$ cat src/rtl/sort8_frame_loader.sv
// sort8_frame_loader
//   Gathers a serial word stream into one eight-word frame for the sort8
//   combinational sorter. Short frames (in_last before the 8th word) are
//   padded with PAD_VALUE so the pads sort to the top. The frame is held on
//   x0..x7 with frame_valid until the consumer raises frame_ready.
// Ports
//   clk, rst              rising-edge clock, async active-high reset
//   in_valid/in_data/
//   in_last/in_ready      input stream handshake (accept = in_valid & in_ready)
//   x0..x7                frame slots, slot k = k-th accepted word
//   frame_valid/
//   frame_ready           frame handshake toward the sorter consumer
//   frame_len             real (non-pad) words in the held frame, 1..8
module sort8_frame_loader #(
  parameter int               WIDTH     = 8,
  parameter logic [WIDTH-1:0] PAD_VALUE = {WIDTH{1'b1}}
) (
  input  logic             clk,
  input  logic             rst,
  input  logic             in_valid,
  input  logic [WIDTH-1:0] in_data,
  input  logic             in_last,
  output logic             in_ready,
  output logic [WIDTH-1:0] x0,
  output logic [WIDTH-1:0] x1,
  output logic [WIDTH-1:0] x2,
  output logic [WIDTH-1:0] x3,
  output logic [WIDTH-1:0] x4,
  output logic [WIDTH-1:0] x5,
  output logic [WIDTH-1:0] x6,
  output logic [WIDTH-1:0] x7,
  output logic             frame_valid,
  input  logic             frame_ready,
  output logic [3:0]       frame_len
);

  typedef enum logic [1:0] {S_FILL, S_PAD, S_HOLD} state_t;

  state_t           state_q, state_d;
  logic [2:0]       idx_q, idx_d;
  logic [3:0]       len_q, len_d;
  logic [WIDTH-1:0] slot_q [8];
  logic [WIDTH-1:0] slot_d [8];

  always_ff @(posedge clk or posedge rst) begin
    if (rst) begin
      state_q <= S_FILL;
      idx_q   <= 3'd0;
      len_q   <= 4'd0;
      for (int k = 0; k < 8; k++) slot_q[k] <= '0;
    end else begin
      state_q <= state_d;
      idx_q   <= idx_d;
      len_q   <= len_d;
      for (int k = 0; k < 8; k++) slot_q[k] <= slot_d[k];
    end
  end

  // The "done" condition is the state itself: leaving FILL/PAD on slot 7
  // returns idx to 0 instead of letting the 3-bit counter wrap.
  always_comb begin
    state_d = state_q;
    idx_d   = idx_q;
    len_d   = len_q;
    for (int k = 0; k < 8; k++) slot_d[k] = slot_q[k];
    case (state_q)
      S_FILL: begin
        if (in_valid) begin
          slot_d[idx_q] = in_data;
          len_d         = {1'b0, idx_q} + 4'd1;
          if (idx_q == 3'd7) begin
            // Eighth word completes the frame; in_last is irrelevant here.
            state_d = S_HOLD;
            idx_d   = 3'd0;
          end else begin
            idx_d = idx_q + 3'd1;
            if (in_last) state_d = S_PAD;
          end
        end
      end
      S_PAD: begin
        slot_d[idx_q] = PAD_VALUE;
        if (idx_q == 3'd7) begin
          state_d = S_HOLD;
          idx_d   = 3'd0;
        end else begin
          idx_d = idx_q + 3'd1;
        end
      end
      S_HOLD: begin
        if (frame_ready) begin
          state_d = S_FILL;
          idx_d   = 3'd0;
        end
      end
      default: begin
        state_d = S_FILL;
        idx_d   = 3'd0;
      end
    endcase
  end

  // in_ready is held low while reset is asserted so no word looks accepted.
  assign in_ready    = (state_q == S_FILL) && !rst;
  assign frame_valid = (state_q == S_HOLD);
  assign frame_len   = len_q;

  assign x0 = slot_q[0];
  assign x1 = slot_q[1];
  assign x2 = slot_q[2];
  assign x3 = slot_q[3];
  assign x4 = slot_q[4];
  assign x5 = slot_q[5];
  assign x6 = slot_q[6];
  assign x7 = slot_q[7];

endmodule

$ cat config.mk
export PLATFORM = sky130hd
export DESIGN_NAME = sort8_frame_loader
export DESIGN_NICKNAME = d
export VERILOG_FILES = /design/src/rtl/sort8_frame_loader.sv
export SDC_FILE = /design/constraint.sdc
export NUM_CORES = 1
export LEC_CHECK = 0
export ABC_CLOCK_PERIOD_IN_PS = 3900
export BUFFER_PORTS_ARGS = -buffer_cell sky130_fd_sc_hd__buf_2
export CAP_MARGIN = 20
export CORE_MARGIN = 3
export CORE_UTILIZATION = 36
export DETAILED_ROUTE_END_ITERATION = 8
export HOLD_SLACK_MARGIN = 0.1
export PLACE_DENSITY = 0.57
export SLEW_MARGIN = 20
export SYNTH_ARGS = -nofsm -noshare
export SYNTH_HDL_FRONTEND = slang
export SYNTH_SLANG_ARGS = --single-unit
$ cat constraint.sdc
create_clock -name clk -period 3.9 [get_ports clk]
set_input_delay 0.78 -clock clk [delete_from_list [all_inputs] [get_ports clk]]
set_output_delay 0.78 -clock clk [all_outputs]
set_load 0.01 [all_outputs]
* Yosys cells after proc, flatten, opt, wreduce, memory -nomap -nowiden
Cells that the tools add are included.
Word-level totals: bits in registers 73, input port bits 13, output and inout port bits 70, word-level logic and storage cells 48
Cells by class: add/subtract/negate cells 2, $lt $le $gt $ge 2, equal/unequal tests 7, mux-type cells 15, bitwise logic cells 2, reductions and logical operators 9
Operator list (number):
- 64-bit one-hot mux with 2 select lines | 1
- 64-bit bitwise mux | 1
- 64-bit two-way mux | 1
- 64-bit OR | 1
- 8-bit demux with 3-bit select | 1
- 2-bit two-way mux | 5
- 3-bit two-way mux | 3
- 3-bit one-hot mux with 3 select lines | 1
- 8-bit two-way mux | 1
- 2-bit one-hot mux with 3 select lines | 1
- 2-bit AND reduction | 3
- 3-bit by 1-bit adder with 4-bit output (second input constant) | 1
- 4-bit >= comparator (second input constant) | 1
- 4-bit by 1-bit less-than comparator with 1-bit output (second input constant) | 1
- 2-bit != test (second input constant) | 2
- 3-bit NOT with 4-bit output | 1
- 4-bit AND reduction | 1
- 3-bit by 1-bit adder with 3-bit output (second input constant) | 1
- 3-bit == test (second input constant) | 1
- 3-bit != test (second input constant) | 1
- 2-bit by 1-bit == test with 1-bit output (second input constant) | 1
- 2-bit == test (second input constant) | 1
- 1-bit logical AND | 2
- 2-bit logical NOT | 1
- other kinds (3) | 3

* Longest topological paths before layout
Gate-level depths: netlist of the first run.
word-level depth 8, depth in mapped cells 5, gate-level depth less buffers 4

* Least setup slack after synthesis of the first run
Ideal clock, no wire load.
kind input port to output port, start in rst, end out in_ready, arrival 1.039 ns, required time 3.120 ns, setup slack 2.081 ns, stages on the path 1, path buffers 0, cells stage by stage nor3_1
Between the ends: cells in the longest elaborated chain, start to end 2
RTL lines:
- start: declaration | line 19 | input logic rst,
- 1-bit logical NOT | line 104 | assign in_ready = (state_q == S_FILL) && !rst;
- 1-bit logical AND | line 104
- end: declaration | line 23 | output logic in_ready,
No other way between the ends.

* Final worst setup path of the first run
start reg state_q[1], end out frame_valid
Between the ends: cells in the longest elaborated chain, start to end 1
RTL lines:
- start: declaration | line 39 | state_t state_q, state_d;
- start signal: assignment | line 52 | state_q <= state_d;
- 2-bit == test | line 105 | assign frame_valid = (state_q == S_HOLD);
- end: declaration | line 32 | output logic frame_valid,
No other way between the ends.

==> metrics.md, run 1 <==
| Metric | Value |
|---|---|
| Vias in the first global route | `2018` |
| Critical path class | `reg2out` |
| HP Class | `reg2reg` |
| Clk buf depth | `2` |
| Final WL | `7.12 mm` |
| Cell area after synthesis | `2910 um2` |
| Post-synth top flop | `dfrtp_1` |
| Synth Warn # | `0` |
| Worst-skew pair later-pin latency | `340 ps` |
| Die height | `95.9 um` |
| Detailed-route DRC error count | `0` |
| Avg Inst Size Synth | `14.1 um2` |
| Setup_tns | `0 ps` |
| CTS buffer count | `9` |
| Post-DRT Antenna Nets | `0` |
| Synth top area cells | `dfrtp_1 63%, o22a_1 19%, mux2_2 1.5%` |
| Worst-case vdd ir drop | `0.000287 V` |
| Startpoint types | `flip-flop` |
| Post-DP HPWL | `4.97 mm` |
| GRT Total Usage | `16.4%` |
| Global-route wire length before repair | `11.2 mm` |
| Largest net degree at the start of global routing | `40` |
| Total Nets Final | `302` |
| Core area | `7810 um2` |
| Post-CTS resize count | `0` |
| CTS tree | `built` |
| Initial antenna violation count | `0` |
| # hold bufs at CTS | `0` |
| Fin crit share | `59.3%` |
| Post-CTS Setup Inserts | `0` |
| CTS sink count | `73` |
| DRT Pass-1 Iters | `4` |
| Worst path cell trace | `inv_1 > nor2_1 > buf_2` |
| RSZ-0062 raised after global routing | `false` |
| Critical Path RT | `3120 ps` |
| Synth area leader | `dfrtp_1` |
| Setup Viol. Count Final | `0` |
| Gr ovfl total | `0` |
| Via/cell ratio | `5.21` |
| EDFF count, synth | `0` |
| DIE WIDTH | `95.9 um` |
| Max transition margin | `52.5%` |
| DRT iter0 DRCs | `43` |
| FMAX | `433 MHz` |
| Yosys cell types | `31` |
| FFs w/ async S/R, synth | `100%` |
| Vias | `2051` |
| Final Hold Fails | `0` |
| # rows | `32` |
| Synthesized Nets | `221` |
| Top post-synthesis cells by count | `73 x dfrtp_1, 63 x o22a_1, 8 x buf_1` |
| CP Max Fanout | `18` |
| LEAKAGE | `0.00133 uW` |
| Worst EP arrival | `1530 ps` |
| Tightest Pin Transition | `711 ps` |
| Sequential-to-total area share from yosys stat | `62.7%` |
| WL/cell | `18.1 um` |
| CTS clk-pin slew, worst paths | `70 ps` |
| CP max-delay cell | `dfrtp_1` |
| Max Slew Vio Count | `0` |
| Pwr dens | `811 nW/um2` |
| Max cap viols | `0` |
| Final worst path period need | `2310 ps` |
| Fraction of layout cells with a size suffix above 1 | `43.2%` |
| ANT cells | `0` |
| Most frequent cell after synthesis | `dfrtp_1` |
| Ports | `83` |
| I/O Buffers | `82` |
| Yosys reg bits | `73` |
| Die ar. | `9200 um2` |
| Setup ws final | `1590 ps` |
| GPL Wtd Cong | `0.716` |
| Status | `completed` |
| Pre-CTS WS | `1920 ps` |
| Top cell type's share of synthesized area | `62.7%` |
| P&R area growth vs syn | `23.5%` |
| Setup Skew | `10.1 ps` |
| Initial core utilization | `37.3%` |
| Post-Syn Instances | `206` |
| H-tree depth | `3` |
| Critical Path Max Stage Delay | `800 ps` |
| CTS root buffer | `clkbuf_8` |
| Critical Path Sink Type | `output pin` |
final cells by class:
class                      instances  area [um2]
sequential                        73        1830
timing repair buffer              83         418
fill                             735        4210
multi-input combinational        117        1010
tap                              102         128
clock inverter                     3        21.3
inverter                           3        11.3
clock buffer                      13         179
logic make-up after synthesis:
group	after synthesis	synth area share [%]
compound gates	74	21.6
flops	73	62.7
simple gates	36	10.4
buf+inv	16	2.45
mux	5	1.89
fa+ha+maj	2	0.859
registers in the layout, summed over array words and instances, names as in the netlist:
register	count
x4	8
idx_q	3
x1	8
x0	8
x6	8
x7	8
x5	8
x3	8
x2	8
frame_len	4
state_q	2
worst paths after layout:
| check | start | end | slack [ps] | cells past startpoint |
|---|---|---|---|---|
| setup / recovery | state_q[1] | frame_valid | 1590 | 3 |
| hold reg to reg | x2[1] | x2[1] | 490 | 1 |
| setup reg to reg | state_q[1] | idx_q[0] | 2070 | 3 |
| max in group asynchronous | rst | frame_len[1] | 2360 | 3 |
| min in group asynchronous | rst | x0[0] | 570 | 2 |
| hold / removal | x2[1] | x2[1] | 490 | 1 |
power by group:
group	total, uW	internal [uW]	switching, uW
clock network	572	302	270
registers	1290	1040	245
logic	1060	512	545
metrics by stage:
stage	total power [uW]	hold slack (ps)	utilization (%)	cells	instance area (um2)
floorplan	1970	529	-	206	2910
finish	2920	487	46.1	394	3600
global route	3130	503	46.1	394	3600
CTS	2960	491	46.1	394	3600
global placement	2360	465	43.5	378	3400
detailed placement	2390	473	43.5	378	3400
layout by cell type (no fill, tap or decap):
master	netlist	routed
buf_2	3	82
buf_4	2	1
and4bb_2	2	2
o22a_1	63	63
dfrtp_1	73	73
o31ai_1	1	1
o21ai_2	1	1
nor4_4	2	2
clkbuf_8	0	13
and2b_1	2	2
nand3b_1	1	1
clkinv_2	0	1
nand4_2	2	2
inv_6	0	1
inv_1	3	2
or3b_1	2	2
nor3b_1	2	2
a211oi_2	1	1
o21bai_1	1	1
inv_2	0	1
a21oi_1	3	3
clkinvlp_4	0	1
nor2_2	5	5
nor2_4	2	2
nor3b_2	1	1
nand2_2	4	4
nand2_1	4	4
nor3_1	3	3
mux2i_1	1	1
nor4b_4	1	1
o21ai_0	3	3
mux2_2	4	4
ha_1	2	2
o21bai_2	1	1
nor2_1	3	3
critical path: cells and delay by family (launching register included):
kind | cells | cell delay [ps]
flip-flops | 1 | 800
buffers and inverters | 2 | 290
AND/OR/NAND/NOR | 1 | 110
routing by layer:
metal / track usage (%) / wire, um / vias up
met5: 0 / 0 / -
met4: 3.55 / 31 / 0
met3: 6.25 / 508 / 4
met2: 25.6 / 3360 / 61
met1: 21.8 / 3220 / 1037
li1: - / - / 949
Note: power is estimated with default switching activity, not from simulation.
==> inputs of run 2 (changes only) <==
--- a/config.mk
+++ b/config.mk
@@ -5,14 +5,14 @@
 export SDC_FILE = /design/constraint.sdc
 export NUM_CORES = 1
 export LEC_CHECK = 0
-export ABC_CLOCK_PERIOD_IN_PS = 3900
+export ABC_CLOCK_PERIOD_IN_PS = 2090
 export BUFFER_PORTS_ARGS = -buffer_cell sky130_fd_sc_hd__buf_2
 export CAP_MARGIN = 20
 export CORE_MARGIN = 3
 export CORE_UTILIZATION = 36
 export DETAILED_ROUTE_END_ITERATION = 8
 export HOLD_SLACK_MARGIN = 0.1
-export PLACE_DENSITY = 0.57
+export PLACE_DENSITY = 0.59
 export SLEW_MARGIN = 20
 export SYNTH_ARGS = -nofsm -noshare
 export SYNTH_HDL_FRONTEND = slang
==> constraint.sdc (replaced) <==
create_clock -name clk -period 2.09 [get_ports clk]
set_input_delay 0.418 -clock clk [delete_from_list [all_inputs] [get_ports clk]]
set_output_delay 0.418 -clock clk [all_outputs]
set_load 0.01 [all_outputs]
==> run 2 against run 1 <==
Worst hold slack lost 320 ps; highest routed layer unchanged; final cell count is the same; clock-buffer cell count shrank 1; wire length grew 2.8%; sequential share of layout area shrank 0.26 points; first-iteration DRC count grew 77%; final area grew 0.52%; utilization grew 0.24 points; critical endpoint unchanged; die area is the same.
==> metrics.md, run 2 (same netlist as run 1, synthesis figures left out) <==
| Metric | Value |
|---|---|
| Via/cell ratio | `5.26` |
| Max Slew Vio Count | `0` |
| Gr ovfl total | `0` |
| CP Max Fanout | `11` |
| Detailed-route DRC error count | `0` |
| Worst path cell trace | `inv_1 > nor2_1 > buf_2` |
| Vias in the first global route | `2087` |
| Area of the multi-input gates | `1010 um2` |
| Global-route wire length before repair | `11.6 mm` |
| Die ar. | `9200 um2` |
| LEAKAGE | `0.00133 uW` |
| RSZ-0062 raised after global routing | `false` |
| Levels on crit path | `3` |
| Core area | `7810 um2` |
| Post-DP HPWL | `4.91 mm` |
| Setup Skew | `10.1 ps` |
| CTS buffer count | `9` |
| Tightest Pin Transition | `641 ps` |
| Final Hold Fails | `0` |
| Worst-skew pair later-pin latency | `340 ps` |
| Met3 Track Usage GR | `4.30%` |
| CTS sink count | `73` |
| Post-CTS resize count | `0` |
| GRT Total Usage | `16.9%` |
| # hold bufs at CTS | `0` |
| Setup_tns | `0 ps` |
| Met1 Usage GRT | `24.3%` |
| CTS clk-pin slew, worst paths | `70 ps` |
| Final worst path period need | `1740 ps` |
| Pre-CTS WS | `385 ps` |
| Final WL | `7.31 mm` |
| Commonest non-fill, non-tap cell in the layout | `buf_2` |
| Setup Viol. Count Final | `0` |
| Initial core utilization | `37.3%` |
| Non-filler cells in the finished layout | `394` |
| CP top delay family | `flip-flops` |
| Critical Path Max Stage Delay | `560 ps` |
| Worst-case vdd ir drop | `0.000449 V` |
| GR Util met2 | `25.4%` |
| Max cap viols | `0` |
| Post-CTS Setup Inserts | `0` |
| Ports | `83` |
| Critical path class | `reg2out` |
| Initial antenna violation count | `0` |
| DRT iter0 DRCs | `76` |
| Util after Layout | `46.3%` |
| Most frequent cells in the layout | `82 x buf_2, 73 x dfrtp_1, 63 x o22a_1` |
| HP Class | `in2async` |
| Fin crit share | `83.4%` |
| Status | `completed` |
| DRT Pass-1 Iters | `4` |
| Worst reg2reg path depth | `3` |
| Setup ws final | `348 ps` |
| Fraction of layout cells with a size suffix above 1 | `42.8%` |
| Startpoint types | `flip-flop` |
| I/O Buffers | `82` |
| CP max-delay cell | `dfrtp_1` |
| Worst EP arrival | `1320 ps` |
| ANT cells | `0` |
| Total Nets Final | `303` |
| Register area | `1830 um2` |
| Critical Path Sink Type | `output pin` |
| Cell total after placement | `379` |
| WL/cell | `18.6 um` |
| FMAX | `574 MHz` |
| GPL Wtd Cong | `0.707` |
| Vias | `2071` |
| CTS tree | `built` |
| # rows | `32` |
| Clk buf depth | `2` |
| DIE WIDTH | `95.9 um` |
| Critical Path RT | `1670 ps` |
| P&R area growth vs syn | `24.2%` |
| FILL cells | `759` |
| Die height | `95.9 um` |
| Most crowded layer after global routing | `met2` |
| Post-DRT Antenna Nets | `0` |
| Max transition margin | `57.3%` |
| CP Buf/Inv Count | `2` |
| Largest net degree at the start of global routing | `74` |
| H-tree depth | `3` |
| CTS root buffer | `clkbuf_8` |
| Pwr dens | `1520 nW/um2` |
## run 2: cell types whose count changed in the layout (fill, tap and decap cells not counted)
cell       before  now
inv_6           1    0
clkinv_2        1    2
inv_2           1    0
clkbuf_1        0    1
buf_12          0    1
bufinv_16       0    1
clkbuf_8       13   11
## run 2: tightest hold or removal path, cell delays in order
cell,delay (ps)
buf_2,120
clkinvlp_4,70
buf_12,320
## run 2: cell type report
| type | count | share of cell area [%] |
|---|---|---|
| Tap cell | 102 | 3.53 |
| Timing Repair Buffer | 84 | 12.1 |
| Clock inverter | 3 | 1.11 |
| Multi-Input combinational cell | 117 | 28.0 |
| Inverter | 3 | 0.415 |
| Clock buffer | 12 | 4.29 |
| Sequential cell | 73 | 50.5 |
## run 2: metrics by stage
stage / total power (uW) / hold slack, ps / cell area, um2
detailed placement: 4470 / 472 / 3420
floorplan: 3680 / 529 / 2920
global route: 5880 / 214 / 3620
CTS: 5570 / 198 / 3620
global placement: 4410 / 465 / 3420
finish: 5500 / 169 / 3620
## run 2: worst paths after layout
kind | start | endpoint | slack [ps]
max | state_q[1] | frame_valid | 350
max reg2reg | idx_q[0] | x3[7] | 370
max in group asynchronous | rst | x7[2] | 1580
min reg2reg | x5[2] | x5[2] | 480
min | rst | frame_len[3] | 170
min in group clk | in_last | state_q[0] | 380
## run 2: report_power, final
group	leakage [uW]	switching [uW]	internal, uW
logic	0.000511	1040	966
clock network	0.000102	489	607
registers	0.000718	452	1950
total	0.00133	1980	3520
## run 2: metal layers
| layer | vias to the layer above | routed length, um | part of all wire, % |
|---|---|---|---|
| met2 | 57 | 3250 | 44 |
| met4 | 0 | 67 | 0.92 |
| met1 | 1055 | 3630 | 50 |
| met3 | 8 | 364 | 5.0 |
| met5 | - | 0 | 0 |
| li1 | 951 | - | - |
==> inputs of run 3 (changes only) <==
--- a/config.mk
+++ b/config.mk
@@ -5,7 +5,7 @@
 export SDC_FILE = /design/constraint.sdc
 export NUM_CORES = 1
 export LEC_CHECK = 0
-export ABC_CLOCK_PERIOD_IN_PS = 2090
+export ABC_CLOCK_PERIOD_IN_PS = 1500
 export BUFFER_PORTS_ARGS = -buffer_cell sky130_fd_sc_hd__buf_2
 export CAP_MARGIN = 20
 export CORE_MARGIN = 3
==> constraint.sdc (replaced) <==
create_clock -name clk -period 1.5 [get_ports clk]
set_input_delay 0.3 -clock clk [delete_from_list [all_inputs] [get_ports clk]]
set_output_delay 0.3 -clock clk [all_outputs]
set_load 0.01 [all_outputs]
==> run 3 against run 2 <==
Final area grew 8.0%; utilization grew 3.7 points; sequential power grew 33%; register-to-register slack lost 320 ps; final cell count grew 7.1%; largest cell class unchanged; clock-buffer cell count grew 1; non-clock buffer count grew 28.
==> metrics.md, run 3 (same netlist as run 1, synthesis figures left out) <==
| Metric | Value |
|---|---|
| Tightest Pin Transition | `390 ps` |
| Hold slack | `278 ps` |
| Fin crit share | `97.7%` |
| Max transition margin | `74.0%` |
| WL/cell | `17.7 um` |
| Initial core utilization | `37.3%` |
| Largest net degree at the start of global routing | `74` |
| Max cap viols | `0` |
| Via/cell ratio | `5.19` |
| CTS buffer count | `9` |
| Critical Path RT | `1200 ps` |
| Global-route wire length before repair | `11.5 mm` |
| Max Slew Vio Count | `0` |
| GRT Total Usage | `17.0%` |
| Hold depth | `3` |
| Vias | `2192` |
| ANT cells | `0` |
| Detailed-route DRC error count | `0` |
| Status | `completed` |
| Ports | `83` |
| DRT iter0 DRCs | `57` |
| Total Nets Final | `331` |
| LEAKAGE | `0.00149 uW` |
| Most frequent cells in the layout | `82 x buf_2, 70 x dfrtp_1, 63 x o22a_1` |
| GPL Wtd Cong | `0.750` |
| Final WL | `7.48 mm` |
| CTS root buffer | `clkbuf_8` |
| Post-DRT Antenna Nets | `0` |
| Pre-CTS WS | `0.487 ps` |
| Worst-case vdd ir drop | `0.000710 V` |
| H-tree depth | `3` |
| CTS tree | `built` |
| Final Hold Fails | `0` |
| Setup_tns | `0 ps` |
| HP Class | `in2reg` |
| Startpoint types | `flip-flop` |
| P&R area growth vs syn | `34.2%` |
| Critical Path Sink Type | `output pin` |
| I/O Buffers | `82` |
| Pwr dens | `2170 nW/um2` |
| Int Power | `5600 uW` |
| Setup ws final | `34.6 ps` |
| CTS sink count | `73` |
| Gr ovfl total | `0` |
| Final worst path period need | `1470 ps` |
| DIE WIDTH | `95.9 um` |
| Total Power | `8480 uW` |
| CTS clk-pin slew, worst paths | `70 ps` |
| Clk buf depth | `2` |
| Die ar. | `9200 um2` |
| Worst EP arrival | `1170 ps` |
| Die height | `95.9 um` |
| Setup Viol. Count Final | `0` |
| Worst-skew pair later-pin latency | `340 ps` |
| Vias in the first global route | `2146` |
| DRT Pass-1 Iters | `4` |
| RSZ-0062 raised after global routing | `true` |
| Gate power share | `41.9%` |
| Fraction of layout cells with a size suffix above 1 | `50.0%` |
| Worst reg2reg path depth | `4` |
| NetSw | `2880 uW` |
| Switch share | `34.0%` |
| Initial antenna violation count | `0` |
| Setup Skew | `10.7 ps` |
| # rows | `32` |
| Flop pwr share | `37.6%` |
| CP Max Fanout | `6` |
| Core area | `7810 um2` |
| Commonest non-fill, non-tap cell in the layout | `buf_2` |
| FMAX | `682 MHz` |
| Clk network pwr share | `20.5%` |
| Critical path class | `reg2out` |
| Post-DP HPWL | `5.14 mm` |
[run 3: cell count changes in the layout (fill, tap and decap cells not counted), sizes merged]
cell,change
clkinv,-2
clkbuf,+1
bufinv,+1
buf,+27
dlygate4sd3,+1
[run 3: power by group through the flow]
stage / Clock, uW / Combinational [uW] / Sequential, uW
after CTS: 1780 / 3450 / 3180
after global placement: 0 / 3260 / 3220
after global routing: 1850 / 3900 / 3280
after floorplan: 0 / 1660 / 3470
after detailed placement: 0 / 3330 / 3230
final: 1740 / 3560 / 3190
[run 3: layout make-up]
class	instances	area (um2)
fill	735	3900
sequential	73	1830
multi-input combinational	117	1030
timing repair buffer	112	673
clock buffer	13	169
tap	102	128
clock inverter	2	60.1
inverter	3	15.0
[run 3: metrics by stage]
stage | instances | instance area [um2] | utilization (%)
after floorplan | 206 | 2920 | -
after global placement | 398 | 3560 | 45.6
after detailed placement | 398 | 3560 | 45.6
after CTS | 417 | 3850 | 49.3
after global routing | 422 | 3910 | 50.0
final | 422 | 3910 | 50.0
[run 3: worst paths after layout]
| kind | slack (ps) | endpoint | start |
|---|---|---|---|
| worst max-delay path | 30 | in_ready | state_q[0] |
| worst min-delay path | 280 | state_q[0] | in_last |
| worst max register to register | 50 | x1[1] | state_q[1] |
| worst min register to register | 490 | x5[5] | x5[5] |
| max in group asynchronous | 520 | x0[3] | rst |
| min in group asynchronous | 650 | frame_len[3] | rst |
[run 3: critical path, stage by stage (launching register included)]
cell	delay, ps
dfrtp_2	410
buf_6	130
nor3_2	150
buf_2	140
[run 3: layer usage]
metal	wire, um	global-route usage (%)	up-vias	share of wire (%)
met4	97	6.75	0	1.3
met3	376	3.21	10	5.0
met2	3570	27.2	60	48
met1	3440	22.8	1114	46
met5	0	0	-	0
li1	-	-	1008	-
[run 3: what timing repair did]
action | in CTS | in global routing
gates cloned | 0 | 0
endpoints found under the setup margin | 7 | 47
pin swaps | 2 | 10
hold endpoints to repair | 73 | 0
hold buffers | 1 | 0
gates resized for setup | 7 | 8
buffers inserted | 3 | 5
